<file path="config.mk">
export PLATFORM = sky130hd
export DESIGN_NAME = cover_scan_flat
export DESIGN_NICKNAME = d
export VERILOG_FILES = /design/src/rtl/cover_scan_pkg.sv /design/src/rtl/cover_scan_if.sv /design/src/rtl/cover_scan_dist_cmp.sv /design/src/rtl/cover_scan.sv /design/src/flat_wrapper.sv
export SDC_FILE = /design/constraint.sdc
export NUM_CORES = 1
export LEC_CHECK = 0
export CAP_MARGIN = 20
export CORE_MARGIN = 5
export CORE_UTILIZATION = 65
export CTS_CLUSTER_SIZE = 40
export DETAILED_ROUTE_END_ITERATION = 8
export GPL_ROUTABILITY_DRIVEN = 0
export HOLD_SLACK_MARGIN = 0.03
export PLACE_DENSITY_LB_ADDON = 0.2
export SLEW_MARGIN = 15
export SYNTH_ARGS = -nofsm -noshare
export SYNTH_HDL_FRONTEND = slang
export SYNTH_SLANG_ARGS = --single-unit
</file>
<file path="constraint.sdc">
create_clock -name clk -period 11.63 [get_ports clk]
set_input_delay 2.326 -clock clk [delete_from_list [all_inputs] [get_ports clk]]
set_output_delay 2.326 -clock clk [all_outputs]
set_load 0.02 [all_outputs]
</file>
<file path="src/rtl/cover_scan_pkg.sv">
// Shared definitions for the coverage scanner: widths, mode codes, grid limits
// and the packing of the circle centre/radius buses.
package cover_scan_pkg;

    localparam int COORD_W     = 4;
    localparam int GRID_MIN    = 1;
    localparam int GRID_MAX    = 8;
    localparam int NUM_CIRCLES = 3;
    localparam int COVERED_SZ  = 3;
    localparam int MODE_SZ     = 2;
    localparam int CENTRAL_W   = 2 * COORD_W * NUM_CIRCLES;
    localparam int RADIUS_W    = COORD_W * NUM_CIRCLES;

    localparam logic [MODE_SZ-1:0] MODE1 = 2'd0;
    localparam logic [MODE_SZ-1:0] MODE2 = 2'd1;
    localparam logic [MODE_SZ-1:0] MODE3 = 2'd2;
    localparam logic [MODE_SZ-1:0] MODE4 = 2'd3;

    typedef enum logic [1:0] {
        ST_IDLE  = 2'd0,
        ST_SCAN  = 2'd1,
        ST_DRAIN = 2'd2
    } state_t;

    // Circle 0 (A) occupies the most significant field of each bus.
    function automatic logic [COORD_W-1:0] centre_x(input logic [CENTRAL_W-1:0] c, input int i);
        return c[CENTRAL_W-1-2*COORD_W*i -: COORD_W];
    endfunction

    function automatic logic [COORD_W-1:0] centre_y(input logic [CENTRAL_W-1:0] c, input int i);
        return c[CENTRAL_W-1-COORD_W-2*COORD_W*i -: COORD_W];
    endfunction

    function automatic logic [COORD_W-1:0] radius_of(input logic [RADIUS_W-1:0] r, input int i);
        return r[RADIUS_W-1-COORD_W*i -: COORD_W];
    endfunction

endpackage

</file>
<file path="src/rtl/cover_scan_if.sv">
// Start/configuration inputs and per-point result outputs of the coverage scanner.
interface cover_scan_if;
    import cover_scan_pkg::*;

    logic                  en_i;
    logic [CENTRAL_W-1:0]  central_i;
    logic [RADIUS_W-1:0]   radius_i;
    logic [MODE_SZ-1:0]    mode_i;
    logic                  busy_o;
    logic [COVERED_SZ-1:0] covered_o;
    logic                  pt_valid_o;
    logic                  last_o;
    logic [MODE_SZ-1:0]    mode_buf_o;

    modport master (
        output en_i, central_i, radius_i, mode_i,
        input  busy_o, covered_o, pt_valid_o, last_o, mode_buf_o
    );

    modport slave (
        input  en_i, central_i, radius_i, mode_i,
        output busy_o, covered_o, pt_valid_o, last_o, mode_buf_o
    );

endinterface

</file>
<file path="src/rtl/cover_scan_dist_cmp.sv">
// Two-stage point-in-circle test: stage 1 squares the axis distances,
// stage 2 compares their sum against r^2 and holds the result between points.
module dist_cmp
    import cover_scan_pkg::*;
(
    input  logic               clk,
    input  logic               rst,
    input  logic               s1_en_i,
    input  logic               s2_en_i,
    input  logic [COORD_W-1:0] x_i,
    input  logic [COORD_W-1:0] y_i,
    input  logic [COORD_W-1:0] cx_i,
    input  logic [COORD_W-1:0] cy_i,
    input  logic [COORD_W-1:0] r_i,
    output logic               covered_o
);

    logic signed [COORD_W:0]   dx, dy;
    logic [COORD_W-1:0]        abs_x, abs_y;
    logic [2*COORD_W-1:0]      ext_x, ext_y, ext_r;
    logic [2*COORD_W-1:0]      sqx_d, sqx_q, sqy_d, sqy_q;
    logic [2*COORD_W:0]        dist2, r2;
    logic                      cov_d, cov_q;

    always_comb begin
        dx    = $signed({1'b0, x_i}) - $signed({1'b0, cx_i});
        dy    = $signed({1'b0, y_i}) - $signed({1'b0, cy_i});
        // Magnitude of a 5-bit difference in -14..+8 always fits in 4 bits.
        abs_x = dx[COORD_W] ? COORD_W'(-dx) : dx[COORD_W-1:0];
        abs_y = dy[COORD_W] ? COORD_W'(-dy) : dy[COORD_W-1:0];
        ext_x = {{COORD_W{1'b0}}, abs_x};
        ext_y = {{COORD_W{1'b0}}, abs_y};
        ext_r = {{COORD_W{1'b0}}, r_i};
        sqx_d = s1_en_i ? ext_x * ext_x : sqx_q;
        sqy_d = s1_en_i ? ext_y * ext_y : sqy_q;
        dist2 = {1'b0, sqx_q} + {1'b0, sqy_q};
        r2    = {1'b0, ext_r * ext_r};
        cov_d = s2_en_i ? (dist2 <= r2) : cov_q;
    end

    always_ff @(posedge clk or posedge rst) begin
        if (rst) begin
            sqx_q <= '0;
            sqy_q <= '0;
            cov_q <= 1'b0;
        end else begin
            sqx_q <= sqx_d;
            sqy_q <= sqy_d;
            cov_q <= cov_d;
        end
    end

    assign covered_o = cov_q;

endmodule

</file>
<file path="src/rtl/cover_scan.sv">
// Walks the 8x8 grid once per start pulse and streams a 3-bit circle-coverage
// vector per point, with latched centres, radii and mode held for the scan.
//
//   state    | meaning
//   ST_IDLE  | waiting for en_i; outputs idle, busy drops one edge after entry
//   ST_SCAN  | issuing one grid point per cycle, x inner, y outer
//   ST_DRAIN | last point issued; waiting for it to leave the pipeline
module cover_scan
    import cover_scan_pkg::*;
(
    input logic         clk,
    input logic         rst,
    cover_scan_if.slave bus
);

    state_t                state_q, state_d;
    logic [COORD_W-1:0]    x_q, x_d, y_q, y_d;
    logic [CENTRAL_W-1:0]  central_q, central_d;
    logic [RADIUS_W-1:0]   radius_q, radius_d;
    logic [MODE_SZ-1:0]    mode_q, mode_d;
    logic                  busy_q, busy_d;
    logic                  s1_vld_q, s1_vld_d, s1_last_q, s1_last_d;
    logic                  vld_q, vld_d, last_q, last_d;
    logic                  issue, at_end;
    logic [COVERED_SZ-1:0] cov;

    always_comb begin
        state_d   = state_q;
        x_d       = x_q;
        y_d       = y_q;
        central_d = central_q;
        radius_d  = radius_q;
        mode_d    = mode_q;
        busy_d    = busy_q;
        issue     = (state_q == ST_SCAN);
        at_end    = (x_q == COORD_W'(GRID_MAX)) && (y_q == COORD_W'(GRID_MAX));

        case (state_q)
            ST_IDLE: begin
                busy_d = bus.en_i;
                if (bus.en_i) begin
                    state_d   = ST_SCAN;
                    central_d = bus.central_i;
                    radius_d  = bus.radius_i;
                    mode_d    = bus.mode_i;
                    x_d       = COORD_W'(GRID_MIN);
                    y_d       = COORD_W'(GRID_MIN);
                end
            end
            ST_SCAN: begin
                busy_d = 1'b1;
                if (x_q == COORD_W'(GRID_MAX)) begin
                    x_d = COORD_W'(GRID_MIN);
                    y_d = y_q + COORD_W'(1);
                end else begin
                    x_d = x_q + COORD_W'(1);
                end
                if (at_end) begin
                    state_d = ST_DRAIN;
                    y_d     = COORD_W'(GRID_MIN);
                end
            end
            ST_DRAIN: begin
                busy_d = 1'b1;
                // Stage 1 holds the last point, so the next edge presents last_o.
                if (s1_last_q) state_d = ST_IDLE;
            end
            default: begin
                state_d = ST_IDLE;
                busy_d  = 1'b0;
            end
        endcase

        s1_vld_d  = issue;
        s1_last_d = issue && at_end;
        vld_d     = s1_vld_q;
        last_d    = s1_last_q;
    end

    always_ff @(posedge clk or posedge rst) begin
        if (rst) begin
            state_q   <= ST_IDLE;
            x_q       <= COORD_W'(GRID_MIN);
            y_q       <= COORD_W'(GRID_MIN);
            central_q <= '0;
            radius_q  <= '0;
            mode_q    <= '0;
            busy_q    <= 1'b0;
            s1_vld_q  <= 1'b0;
            s1_last_q <= 1'b0;
            vld_q     <= 1'b0;
            last_q    <= 1'b0;
        end else begin
            state_q   <= state_d;
            x_q       <= x_d;
            y_q       <= y_d;
            central_q <= central_d;
            radius_q  <= radius_d;
            mode_q    <= mode_d;
            busy_q    <= busy_d;
            s1_vld_q  <= s1_vld_d;
            s1_last_q <= s1_last_d;
            vld_q     <= vld_d;
            last_q    <= last_d;
        end
    end

    for (genvar i = 0; i < NUM_CIRCLES; i++) begin : g_circ
        dist_cmp u_cmp (
            .clk       (clk),
            .rst       (rst),
            .s1_en_i   (issue),
            .s2_en_i   (s1_vld_q),
            .x_i       (x_q),
            .y_i       (y_q),
            .cx_i      (centre_x(central_q, i)),
            .cy_i      (centre_y(central_q, i)),
            .r_i       (radius_of(radius_q, i)),
            .covered_o (cov[COVERED_SZ-1-i])
        );
    end

    assign bus.busy_o     = busy_q;
    assign bus.covered_o  = cov;
    assign bus.pt_valid_o = vld_q;
    assign bus.last_o     = last_q;
    assign bus.mode_buf_o = mode_q;

endmodule

</file>
<file path="src/flat_wrapper.sv">
// flat-port wrapper written by rule: the top's interface ports become plain ports
module cover_scan_flat import cover_scan_pkg::*;
  (clk, rst, bus_en_i, bus_central_i, bus_radius_i, bus_mode_i, bus_busy_o, bus_covered_o, bus_pt_valid_o, bus_last_o, bus_mode_buf_o);
  cover_scan_if bus_i ();
  input logic clk;
  input logic rst;
  input wire logic [$bits(bus_i.en_i)-1:0] bus_en_i;
  input wire logic [$bits(bus_i.central_i)-1:0] bus_central_i;
  input wire logic [$bits(bus_i.radius_i)-1:0] bus_radius_i;
  input wire logic [$bits(bus_i.mode_i)-1:0] bus_mode_i;
  output wire logic [$bits(bus_i.busy_o)-1:0] bus_busy_o;
  output wire logic [$bits(bus_i.covered_o)-1:0] bus_covered_o;
  output wire logic [$bits(bus_i.pt_valid_o)-1:0] bus_pt_valid_o;
  output wire logic [$bits(bus_i.last_o)-1:0] bus_last_o;
  output wire logic [$bits(bus_i.mode_buf_o)-1:0] bus_mode_buf_o;
  assign bus_i.en_i = bus_en_i;
  assign bus_i.central_i = bus_central_i;
  assign bus_i.radius_i = bus_radius_i;
  assign bus_i.mode_i = bus_mode_i;
  assign bus_busy_o = bus_i.busy_o;
  assign bus_covered_o = bus_i.covered_o;
  assign bus_pt_valid_o = bus_i.pt_valid_o;
  assign bus_last_o = bus_i.last_o;
  assign bus_mode_buf_o = bus_i.mode_buf_o;
  cover_scan u_core (.clk(clk), .rst(rst), .bus(bus_i));
endmodule
</file>
==> results of run 1 <==
-- power by group through the flow --
stage	registers [W]	clock network (W)	logic (W)
after floorplan	0.000347	0	0.00000514
after global placement	0.000347	0	0.0000212
after detailed placement	0.000347	0	0.0000218
after CTS	0.000341	0.000330	0.0000219
after global routing	0.000340	0.000347	0.0000234
final	0.000341	0.000326	0.0000211
-- cells in the final DEF (no fill, tap or decap), types with 12 or more instances in the layout --
| cell | Yosys | routed |
|---|---|---|
| sky130_fd_sc_hd__mux2_2 | 54 | 54 |
| sky130_fd_sc_hd__o21ai_0 | 18 | 18 |
| sky130_fd_sc_hd__ha_1 | 118 | 118 |
| sky130_fd_sc_hd__and2_1 | 16 | 16 |
| sky130_fd_sc_hd__a31oi_1 | 12 | 12 |
| sky130_fd_sc_hd__nand2b_1 | 19 | 19 |
| sky130_fd_sc_hd__xnor2_1 | 34 | 34 |
| sky130_fd_sc_hd__nor3_1 | 13 | 13 |
| sky130_fd_sc_hd__xor2_1 | 12 | 12 |
| sky130_fd_sc_hd__clkdlybuf4s50_1 | 0 | 48 |
| sky130_fd_sc_hd__a21oi_1 | 51 | 51 |
| sky130_fd_sc_hd__nor2_1 | 47 | 47 |
| sky130_fd_sc_hd__dfrtp_1 | 96 | 96 |
| sky130_fd_sc_hd__nor2b_1 | 21 | 21 |
| sky130_fd_sc_hd__nand2_1 | 42 | 41 |
| sky130_fd_sc_hd__fa_1 | 14 | 14 |
| sky130_fd_sc_hd__a21o_1 | 27 | 27 |
| sky130_fd_sc_hd__inv_1 | 74 | 73 |
-- area by class of cell --
class | count | area (sq um) | share of cell area
Clock buffer | 11 | 242.7 | 0.02729
Clock inverter | 5 | 78.83 | 0.008861
Inverter | 75 | 284.0 | 0.03193
Multi-Input combinational cell | 616 | 5149 | 0.5788
Sequential cell | 98 | 2455 | 0.2759
Tap cell | 147 | 183.9 | 0.02068
Timing Repair Buffer | 51 | 503.0 | 0.05654
-- synth_stat cells (all sizes together), types with 12 or more instances --
master | number | share of area
ha | 118 | 0.19
dfrtp | 96 | 0.30
inv | 74 | 0.035
mux2 | 54 | 0.076
a21oi | 51 | 0.032
nor2 | 47 | 0.022
nand2 | 42 | 0.020
xnor2 | 34 | 0.037
a21o | 27 | 0.025
nor2b | 21 | 0.016
nand2b | 19 | 0.015
o21ai | 19 | 0.012
and2 | 16 | 0.013
fa | 14 | 0.035
clkbuf | 13 | 0.0061
nor3 | 13 | 0.0082
a31oi | 12 | 0.0094
xor2 | 12 | 0.013
-- worst paths after layout --
path                                                        end  slack [ns]  cells past startpoint
worst max-delay path            u_core.g_circ[1].u_cmp.sqx_q[5]        7.22                     15
worst min-delay path                          u_core.bus.last_o        0.41                      0
worst max register to register  u_core.g_circ[1].u_cmp.sqx_q[5]        7.22                     15
worst min register to register                u_core.bus.last_o        0.41                      0
max in group asynchronous       u_core.g_circ[0].u_cmp.sqy_q[4]        8.10                      3
min in group asynchronous                    u_core.radius_q[2]        2.43                      2
-- state kept, by name, indices dropped and copies added (netlist names) --
register / cells
u_core.bus.mode_buf_o: 2
u_core.y_q: 4
u_core.g_circ.u_cmp.covered_o: 3
u_core.bus.busy_o: 1
u_core.bus.last_o: 1
u_core.last_d: 1
u_core.radius_q: 12
u_core.s1_vld_q: 1
u_core.g_circ.u_cmp.sqy_q: 21
u_core.central_q: 24
u_core.bus.pt_valid_o: 1
u_core.x_q: 4
u_core.state_q: 2
u_core.g_circ.u_cmp.sqx_q: 21
-- kinds of logic (layout without fill, tap and decap cells) --
group	Yosys count	count (layout)	synth area share
AND/OR/NAND/NOR	196	196	0.1258
buffers and inverters	96	142	0.04691
AO/OA/AOI/OAI	178	178	0.1520
flip-flops	98	98	0.3078
XOR/XNOR	51	51	0.06464
multiplexers	59	59	0.08252
adder cells (fa/ha/maj)	132	132	0.2203
-- per-layer routing --
layer / up-vias / share of wire / routed length, um
li1: 2969 / - / -
met1: 3030 / 0.42 / 7187
met2: 141 / 0.52 / 9070
met3: 30 / 0.038 / 660
met4: 0 / 0.022 / 380
met5: - / 0 / 0
-- stage by stage --
stage | power (W) | hold WS (ns) | setup slack, ns
3_5_place_dp | 0.0003690 | 0.3913 | 7.303
5_1_grt | 0.0007105 | 0.4220 | 6.968
4_1_cts | 0.0006927 | 0.4076 | 7.241
3_3_place_gp | 0.0003684 | 0.3752 | 7.487
6_report | 0.0006880 | 0.4110 | 7.216
2_1_floorplan | 0.0003524 | 0.3543 | 6.745
==> results.md, run 1 <==
Outcome:
- The flow ran to the end, and the final reports show no timing, DRC or antenna violations.

Floorplan:
- The die covers 14580 sq um.
- The core region is 12010 sq um.
- The die height is 120.8 um.
- The die is 120.8 um wide.
- The initial utilization of the core area, before any placement, comes to 0.6640.
- The number of I/O pins is 49.
- The number of placement rows is 40.

Logic synthesis:
- The post-synthesis sequential element count is 98.
- The mean post-synth cell area is 9.846 sq um.
- Counting every net in the synthesized netlist gives 983.
- Yosys mapped a number of flops with a built-in enable equal to 0.
- The Yosys step of the flow raised 0 warnings.
- The number of distinct library cells after synthesis is 60.
- For this run, the leading register cell type out of synthesis is sky130_fd_sc_hd__dfrtp_1.
- Of all flip-flops after synthesis, the portion carrying an async set or reset was 1.000.
- The cell area that synthesis handed to floorplanning was 7975 sq um.
- The sequential share of the synthesized area is 0.3078.
- Counting every instance in the synthesized netlist gives 810.

Setup path:
- The worst setup path is captured at a flop.
- The delay contributed by the slowest stage of the critical path is 0.62 ns.
- The worst endpoint required time is 11.92 ns.
- For the worst setup path, the data arrival time is 4.71 ns.
- Walking the worst path, the cells encountered are inv_1, ha_1, inv_1, fa_1, a21o_1, a221oi_1, xnor3_1, nor2_1, ha_1, xor2_1, ha_1, ha_1, or4b_2, o211ai_1, a211o_1.
- The worst-path maximum fanout is 6.
- The critical path is of the reg2reg type.
- Counting both buffers and inverters, the worst setup path holds a total of 2.
- The worst setup path is launched from a flop.
- The critical path launch point is u_core.x_q[0].
- The slowest stage of the critical path belongs to the cell sky130_fd_sc_hd__or4b_2.
- The kind of cell with the highest combined delay along the critical path is adder cells.
- The startpoint identified for the worst register-to-register timing path is u_core.x_q[0].
- The most repeated library cell on the critical path is sky130_fd_sc_hd__ha_1.

Timing:
- The worst path needs 4.414 ns of the cycle, external delays included.
- Headroom to the max-slew limit came out at 0.3530.
- Clock skew on the completed layout was measured at 0.005827 ns.
- The fraction of the cycle the final worst path needs is 0.3795.
- The final number of setup-violating endpoints is 0.
- At the pin with the least slew margin, the transition time is 0.9671 ns.
- The final-layout setup total negative slack is 0 ns.
- The number of hold violations in the final report is 0.
- The number of slew-limit violations in the final report is 0.
- The timing-limited maximum frequency is 0.2266 GHz.
- Setup repair after global routing left no endpoint under its margin.

Power:
- The analysis attributes to cell leakage a power of 4.535 nW.
- For this design the total switching power over the nets is 0.0001410 W.
- The areal power density over the cells is 77.34 nW/um^2.
- The clock share of power is 0.474.
- The internal power contribution is 0.0005470 W.
- The proportion of power drawn by flip-flops and latches is 0.495.
- Across the VDD grid, the largest voltage drop is 82.40 uV.
- The fraction of power spent switching nets is 0.2050.
- The share of total power dissipated in combinational logic is 0.031.

CTS:
- The tree is rooted in a sky130_fd_sc_hd__clkbuf_16.
- The number of clock sinks is 98.
- The clock insertion delay at the later pin of the skew report is 0.35 ns.
- The number of setup buffers added after CTS is 0.
- The post-CTS resize count is 0.
- No sink is reached through more buffers than the 2 on the longest clock path.
- The clock slew at the register clock pins of the worst setup and hold paths is 0.07 ns.
- TritonCTS built the clock tree.
- After clock tree synthesis, the flow added hold-fix buffers numbering 0.
- The number of CTS-inserted buffers is 9.
- The number of levels in the clock H-tree is 3.

Placement:
- The count of input and output buffers is 48.
- The number of placed instances, taps included, is 987.
- Once placement finished, the instance area stood at 8574 sq um.
- The sum of net half-perimeters after detailed placement is 13260 um.

Global route:
- The number of antenna violations at the first check in global routing was 0.
- The met1 capacity usage during global routing is 0.3102.
- The via count of the first global-routing pass is 6509.
- Across every metal layer, demand over resource in global routing totals 0.2522.
- In the global route stage, met3 resource usage came out at 0.03227.
- The wire length of the first global-routing pass is 29990 um.
- The remaining global-route overflow is 0.
- The layer carrying the most global-route usage is met2.
- Entering global routing, the biggest net connects 53 pins.
- The fraction of met2 tracks used by global routing is 0.4544.

Layout:
- The net count of the finished layout is 1024.
- The count of antenna diodes in the layout is 0.
- The final design utilization is 0.7406.
- The area growth from synthesis to final layout is 11.55%.
- Once layout is done, the placed cells without fillers occupy 8896 sq um.
- The share of post-route cells with drive strength above 1 is 0.09696.
- The filler-free cell count of the finished design is 1003.
- The layout has 839 filler cells.

Routing:
- For this run, design rule violations remaining after detail routing come to 0.
- In the final routed layout, each cell accounts on average for 17.25 um.
- The first routing iteration left 494 violations.
- The pre-antenna-repair detailed-routing pass consisted of 6 iterations.
- The total vias in the final route is 6170.
- Wires add up to 17300 um.
- After detailed routing, the number of vias per cell comes to 6.152.
- The detail route stage leaves a number of antenna-violating nets equal to 0.

Min path:
- The startpoint of the lowest-slack hold path is u_core.last_d.
- The classification of the worst-slack hold path is reg2reg.

Run:
- The number of violations of the max-capacitance limit is 0.
(Power assumes the default switching activity.)
==> inputs of run 2 (changes only) <==
--- a/config.mk
+++ b/config.mk
@@ -7,7 +7,7 @@
 export LEC_CHECK = 0
 export CAP_MARGIN = 20
 export CORE_MARGIN = 5
-export CORE_UTILIZATION = 65
+export CORE_UTILIZATION = 61
 export CTS_CLUSTER_SIZE = 40
 export DETAILED_ROUTE_END_ITERATION = 8
 export GPL_ROUTABILITY_DRIVEN = 0
==> constraint.sdc (replaced) <==
create_clock -name clk -period 4.45 [get_ports clk]
set_input_delay 0.89 -clock clk [delete_from_list [all_inputs] [get_ports clk]]
set_output_delay 0.89 -clock clk [all_outputs]
set_load 0.02 [all_outputs]
==> run 2 against run 1 <==
Final cell count is 3.1% higher. Clock skew rose by 0.00076 ns. Non-clock buffer count increased by 6. Die area up 6.0%. Clock power is 150% higher. Count of clock-buffer cells in the layout unchanged.
==> results.md, run 2 (synthesized netlist as in run 1, its figures left out) <==
Routing:
- In the final routed layout, each cell accounts on average for 16.56 um.
- The number of optimization iterations in the first detailed-route pass is 5.
- For this block, the initial DRC count from the detailed router was 247.
- In the routed design, unresolved DRC markers number 0.
- The detailed-route vias per instance is 5.834.
- The number of routed nets with antenna violations is 0.
- The final wirelength is 17130 um.
- For this block, the via count after detailed routing is 6032.

Power:
- The fraction of power spent switching nets is 0.2165.
- The areal power density over the cells is 195.6 nW/um^2.
- Of the total power, the clock network draws 0.462.
- Of the total power, combinational logic draws 0.031.
- Of the total power, registers draw 0.507.
- The internal power contribution is 0.001376 W.
- The maximum ir drop on the vdd rail is 207.5 uV.
- For this design the total switching power over the nets is 0.0003801 W.
- Summed over all cells, the static leakage comes to 4.537 nW.

Floorplan:
- For this configuration, the core starts out at a cell density of 0.6269.
- From left edge to right edge, the die measures 124.3 um.
- The area enclosed by the die boundary is 15460 sq um.
- The number of placement rows is 41.
- In this run the standard cell core region covers 12720 sq um.
- In this run the vertical extent of the chip is 124.3 um.
- For this design the top-level I/O count stands at 49.

Timing:
- At the pin with the least slew margin, the transition time is 0.9648 ns.
- The minimum period implied by the final worst setup slack is 4.319 ns.
- The minimum hold slack is 0.3837 ns.
- The number of hold violations in the final report is 0.
- Setup violations remaining at the end of the flow were counted as 0.
- The fraction of the cycle the final worst path needs is 0.9705.
- The largest clock skew in the final design is 0.006583 ns.
- Derived from the worst setup path, the maximum achievable clock frequency is 0.2315 GHz.
- The tightest slew margin relative to the limit is 0.3545.
- The number of slew-limit violations in the final report is 0.

Setup path:
- The register-to-register path setup slack is 0.13 ns.
- The type of the setup path with the least slack is reg2reg.
- Data arrives at the worst endpoint at 4.61 ns.
- The sort of element at the start of the critical path is a flop.
- The startpoint identified for the worst register-to-register timing path is u_core.x_q[0].
- The worst flop-to-flop path endpoint is u_core.g_circ[1].u_cmp.sqx_q[5].
- The worst endpoint required time is 4.74 ns.
- In this run the worst path has a maximum fanout of 6.
- The worst setup path is captured at a flop.
- Counting cells, the worst reg-to-reg path comes to 16.

Min path:
- The worst hold path belongs to the class reg2reg.
- The startpoint of the lowest-slack hold path is u_core.last_d.
- For hold timing, the worst endpoint is u_core.bus.last_o.
- The worst hold path passes through 0 cells.

Layout:
- The most frequent standard cell in the layout excluding fill and tap cells is sky130_fd_sc_hd__ha_1.
- The register bank with the most flops is u_core.central_q.
- The share of post-route cells with drive strength above 1 is 0.1090.
- 0 antenna diodes ended up in the layout.
- The flip-flop count of the largest register, all copies and words added is 24.
- The largest registers in the layout are u_core.central_q (24), u_core.g_circ.u_cmp.sqx_q (21), u_core.g_circ.u_cmp.sqy_q (21).
- The area growth from synthesis to layout is 12.55%.
- For this run, the post-layout net count is 1030.
- The filler-free cell count of the finished design is 1034.
- In the layout the commonest cells are 117 x sky130_fd_sc_hd__ha_1, 96 x sky130_fd_sc_hd__dfrtp_1, 73 x sky130_fd_sc_hd__inv_1.

CTS:
- Clock tree synthesis selected as its root buffer the cell sky130_fd_sc_hd__clkbuf_16.
- The clock insertion delay at the later pin of the skew report is 0.36 ns.
- The number of clock sinks is 98.
- The number of CTS-inserted buffers is 9.
- The clock passes through at most 2 buffers.
- Clock-pin slew was measured on the worst setup and hold paths at 0.07 ns.
- The number of levels in the clock H-tree is 3.
- The clock tree from TritonCTS is done.

Global route:
- The via count of the first global-routing pass is 6327.
- The number of antenna violations at the first check in global routing came to 0.
- The fraction of met2 tracks used by global routing is 0.3992.
- The layer carrying the most global-route usage is met2.
- Across every metal layer, demand over resource in global routing totals 0.2245.
- For met1 alone, demand over resource in global routing was 0.2768.
- The first global-routing pass estimated 29260 um of wire.
- The pin count of the biggest net entering global routing is 71.
- For this run, global-route usage on met3 was measured as 0.04160.
- Global routing finished with a remaining overflow of 0.

Placement:
- The sum of net half-perimeters after detailed placement is 12970 um.
- Once placement completed, the tool counted placed cells totaling 1014.
- Port buffering added 48 buffers.

Run:
- Across the run, the number of max-cap violations was 0.

Outcome:
- The flow ran to the end, and the final reports show no timing, DRC or antenna violations.
[run 2: worst max path at each step]
stage | from | to | slack [ns] | cells past startpoint
after global placement | u_core.x_q[0] | u_core.g_circ[1].u_cmp.sqx_q[5] | 0.29 | 15
final | u_core.x_q[0] | u_core.g_circ[1].u_cmp.sqx_q[5] | 0.13 | 16
after floorplan | u_core.x_q[0] | u_core.g_circ[1].u_cmp.sqx_q[5] | 0.42 | 14
after detailed placement | u_core.x_q[0] | u_core.g_circ[1].u_cmp.sqx_q[5] | -0.009 | 15
after global routing | u_core.x_q[0] | u_core.g_circ[1].u_cmp.sqx_q[5] | -0.05 | 16
after CTS | u_core.x_q[0] | u_core.g_circ[1].u_cmp.sqx_q[5] | 0.07 | 15
[run 2: per-stage QoR]
stage	total power, W	utilization	setup TNS (ns)	area, sq um	setup slack [ns]
3_3_place_gp	0.0009626	0.6776	0	8621	0.2870
3_5_place_dp	0.0009639	0.6776	-0.008892	8621	-0.008892
6_report	0.001756	0.7055	0	8976	0.1312
4_1_cts	0.001769	0.7017	0	8927	0.06844
5_1_grt	0.001810	0.7055	-0.05102	8976	-0.05102
2_1_floorplan	0.0009210	-	0	7975	0.4179
[run 2: worst max-delay path, stage by stage, from the launching register on]
cell and delay [ns]:
sky130_fd_sc_hd__dfstp_2 0.39, sky130_fd_sc_hd__inv_1 0.14, sky130_fd_sc_hd__ha_1 0.17, sky130_fd_sc_hd__inv_1 0.06, sky130_fd_sc_hd__fa_1 0.54, sky130_fd_sc_hd__inv_1 0.10, sky130_fd_sc_hd__ha_1 0.21, sky130_fd_sc_hd__a211oi_1 0.23
sky130_fd_sc_hd__o32a_1 0.29, sky130_fd_sc_hd__inv_1 0.09, sky130_fd_sc_hd__ha_1 0.31, sky130_fd_sc_hd__xor2_1 0.18, sky130_fd_sc_hd__ha_1 0.32, sky130_fd_sc_hd__ha_2 0.32, sky130_fd_sc_hd__or4b_2 0.63, sky130_fd_sc_hd__o211ai_1 0.14
sky130_fd_sc_hd__a211o_1 0.14
[run 2: final cells by class]
cell class / count / area (sq um)
Multi-Input combinational cell: 616 / 5170
Fill cell: 981 / 3746
Sequential cell: 98 / 2455
Timing Repair Buffer: 57 / 548.0
Inverter: 75 / 284.0
Clock buffer: 11 / 242.7
Tap cell: 172 / 215.2
Clock inverter: 5 / 61.31
[run 2: power groups by stage]
stage	registers, W	clock network (W)	logic [W]
finish	0.000890	0.000811	0.0000549
global route	0.000890	0.000859	0.0000610
CTS	0.000890	0.000822	0.0000568
detailed placement	0.000907	0	0.0000565
global placement	0.000907	0	0.0000552
floorplan	0.000908	0	0.0000134
[run 2: metal layers]
metal  up-vias  routed length, um
met5         -                  0
met4         0                367
met3        28                606
met2       111               8683
met1      2921               7470
li1       2972                  -
[run 2: timing repair]
action,in CTS,in global routing
resized for setup,1,5
hold endpoints to repair,0,0
endpoints found under the setup margin,1,2
setup buffers,0,4
hold buffers,0,0
==> variant (flow settings as in run 2) <==
The package constant `COORD_W` goes from 4 to 6.
--- a/src/rtl/cover_scan_pkg.sv
+++ b/src/rtl/cover_scan_pkg.sv
@@ -2,7 +2,7 @@
 // and the packing of the circle centre/radius buses.
 package cover_scan_pkg;
 
-    localparam int COORD_W     = 4;
+    localparam int COORD_W     = 6;
     localparam int GRID_MIN    = 1;
     localparam int GRID_MAX    = 8;
     localparam int NUM_CIRCLES = 3;
Ports: changed (resized bus_central_i and bus_radius_i); port bits go from 49 to 67. The function was not compared with the original's and may differ.
==> variant against run 2 <==
- the flow now finishes with violations (setup timing)
- final area grew 150%
- final cell count grew 140%
- wire length grew to 3.2 times the old value
- worst setup slack lost 1.5 ns
- sequential cell count grew 46
- via count grew to 2.6 times the old value
- area after synthesis grew 98%
- synthesized cell count grew 110%
- sequential share of layout area shrank 11 points
Power is not shown: default switching activity piles up to over one toggle a cycle in this logic, so the estimate is an artifact.
==> variant: results <==
{
  "status": "complete, but fails checks",
  "failed_checks": "setup timing",
  "grt_pass1_wl_mm": 73.1,
  "clock_skew_ns": 0.0164,
  "dpl.cell_count": 2367,
  "fin_ws_ns": -1.33,
  "worstMarginPinSlew_ns": 0.853,
  "wirelength_mm": 54.8,
  "synthCells": 1708,
  "htreeDepth": 4,
  "r2r-end": "u_core.g_circ[1].u_cmp.sqx_q[11]$_DFFE_PP0P_",
  "first_iter_violations": 1410,
  "post_drt_wl_per_cell_um": 22.3,
  "portBuffers": 66,
  "place_area_mm2": 0.0198,
  "cts_made_buffers": 17,
  "clk_latency_ns": 0.45,
  "viasPerCell": 6.27,
  "fin_nets": 2502,
  "hpwl_mm": 29.5,
  "drtPass1Iterations": 6,
  "ys_top_cells_by_count": "inv_1 (262), ha_1 (252), dfrtp_1 (142), nor2_1 (123), xnor2_1 (101)",
  "netlist_top_cells_area": "dfrtp_1 (23%), ha_1 (20%), fa_1 (9.9%), mux2_2 (7.0%), inv_1 (6.2%)",
  "ys_seq_area_share_pct": 22.9,
  "pre_cts_slack_ns": -1.02,
  "hold_ws_ns": 0.427,
  "n_fill_cell": 1058,
  "grt_use_total_pct": 30.8,
  "final.setup.tns_ns": -36.22,
  "finalSetupViolCount": 49,
  "largest_registers": "u_core.central_q: 36 flops, u_core.g_circ.u_cmp.sqx_q: 33 flops, u_core.g_circ.u_cmp.sqy_q: 33 flops",
  "syn_nets": 2097
}
variant: cell count changes after synthesis, moves of 45 or more:
cell     change
fa_1        +64
dfrtp_1     +46
xnor2_1     +67
ha_1       +134
inv_1      +188
nor2_1      +76
o21ai_0     +45
variant: worst max path at each step:
stage | to | slack [ns] | depth (start not counted)
final | u_core.g_circ[1].u_cmp.sqx_q[11]$_DFFE_PP0P_ | -1.33 | 27
after global routing | u_core.g_circ[2].u_cmp.sqx_q[11]$_DFFE_PP0P_ | -1.41 | 24
after CTS | u_core.g_circ[0].u_cmp.sqx_q[11]$_DFFE_PP0P_ | -0.84 | 25
after detailed placement | u_core.g_circ[1].u_cmp.sqx_q[11]$_DFFE_PP0P_ | -1.02 | 25
after global placement | u_core.g_circ[0].u_cmp.sqy_q[11]$_DFFE_PP0P_ | -0.74 | 24
after floorplan | u_core.g_circ[0].u_cmp.sqy_q[11]$_DFFE_PP0P_ | -0.77 | 24
variant: timing repair:
item,in CTS,in global routing
setup endpoints to repair,51,51
hold endpoints to repair,0,0
hold buffers,0,0
gates resized for setup,141,136
buffers inserted,39,31
pin swaps,155,126
variant: area by class of cell:
type                            count  area share [%]
Antenna cell                        1          0.0113
Timing Repair Buffer              419            15.8
Clock inverter                      9           0.481
Inverter                          263            4.53
Multi-Input combinational cell   1268            58.8
Sequential cell                   144            16.3
Tap cell                          330            1.87
Clock buffer                       23            2.21
variant: cell families (layout without fill, tap and decap cells):
group | after synthesis | after routing | synth area share (%)
simple gates | 383 | 383 | 12.1
fa+ha+maj | 330 | 330 | 29.9
buf+inv | 296 | 714 | 7.13
compound gates | 294 | 294 | 11.8
xor+xnor | 156 | 156 | 8.81
flops | 144 | 144 | 22.9
mux | 105 | 105 | 7.44
other cells | 0 | 1 | 0
variant: routing by layer:
metal  wire [µm]  vias up  global-route usage [%]
li1            -     6508                       -
met1       19300     7388                    36.5
met2       26600     1057                    54.5
met3        4530      451                    5.24
met4        4400        0                    14.8
met5           0        -                       0
variant: worst max-delay path: stages (launching register included):
cell and delay, ns:
dfstp_2 0.57, clkinv_4 0.10, ha_4 0.18, fa_2 0.36, nand2b_4 0.18, a21oi_4 0.17
o21ai_2 0.10, and2b_2 0.26, o21ai_2 0.12, xnor2_2 0.16, inv_2 0.11, nor2_4 0.14
inv_2 0.05, fa_1 0.56, inv_1 0.07, ha_1 0.28, inv_1 0.06, fa_1 0.50
inv_2 0.08, ha_4 0.17, a21o_1 0.19, a21oi_2 0.26, o21ai_2 0.11, o21a_1 0.22
o21ai_1 0.19, nand2b_1 0.10, and3_1 0.17, o31ai_1 0.18
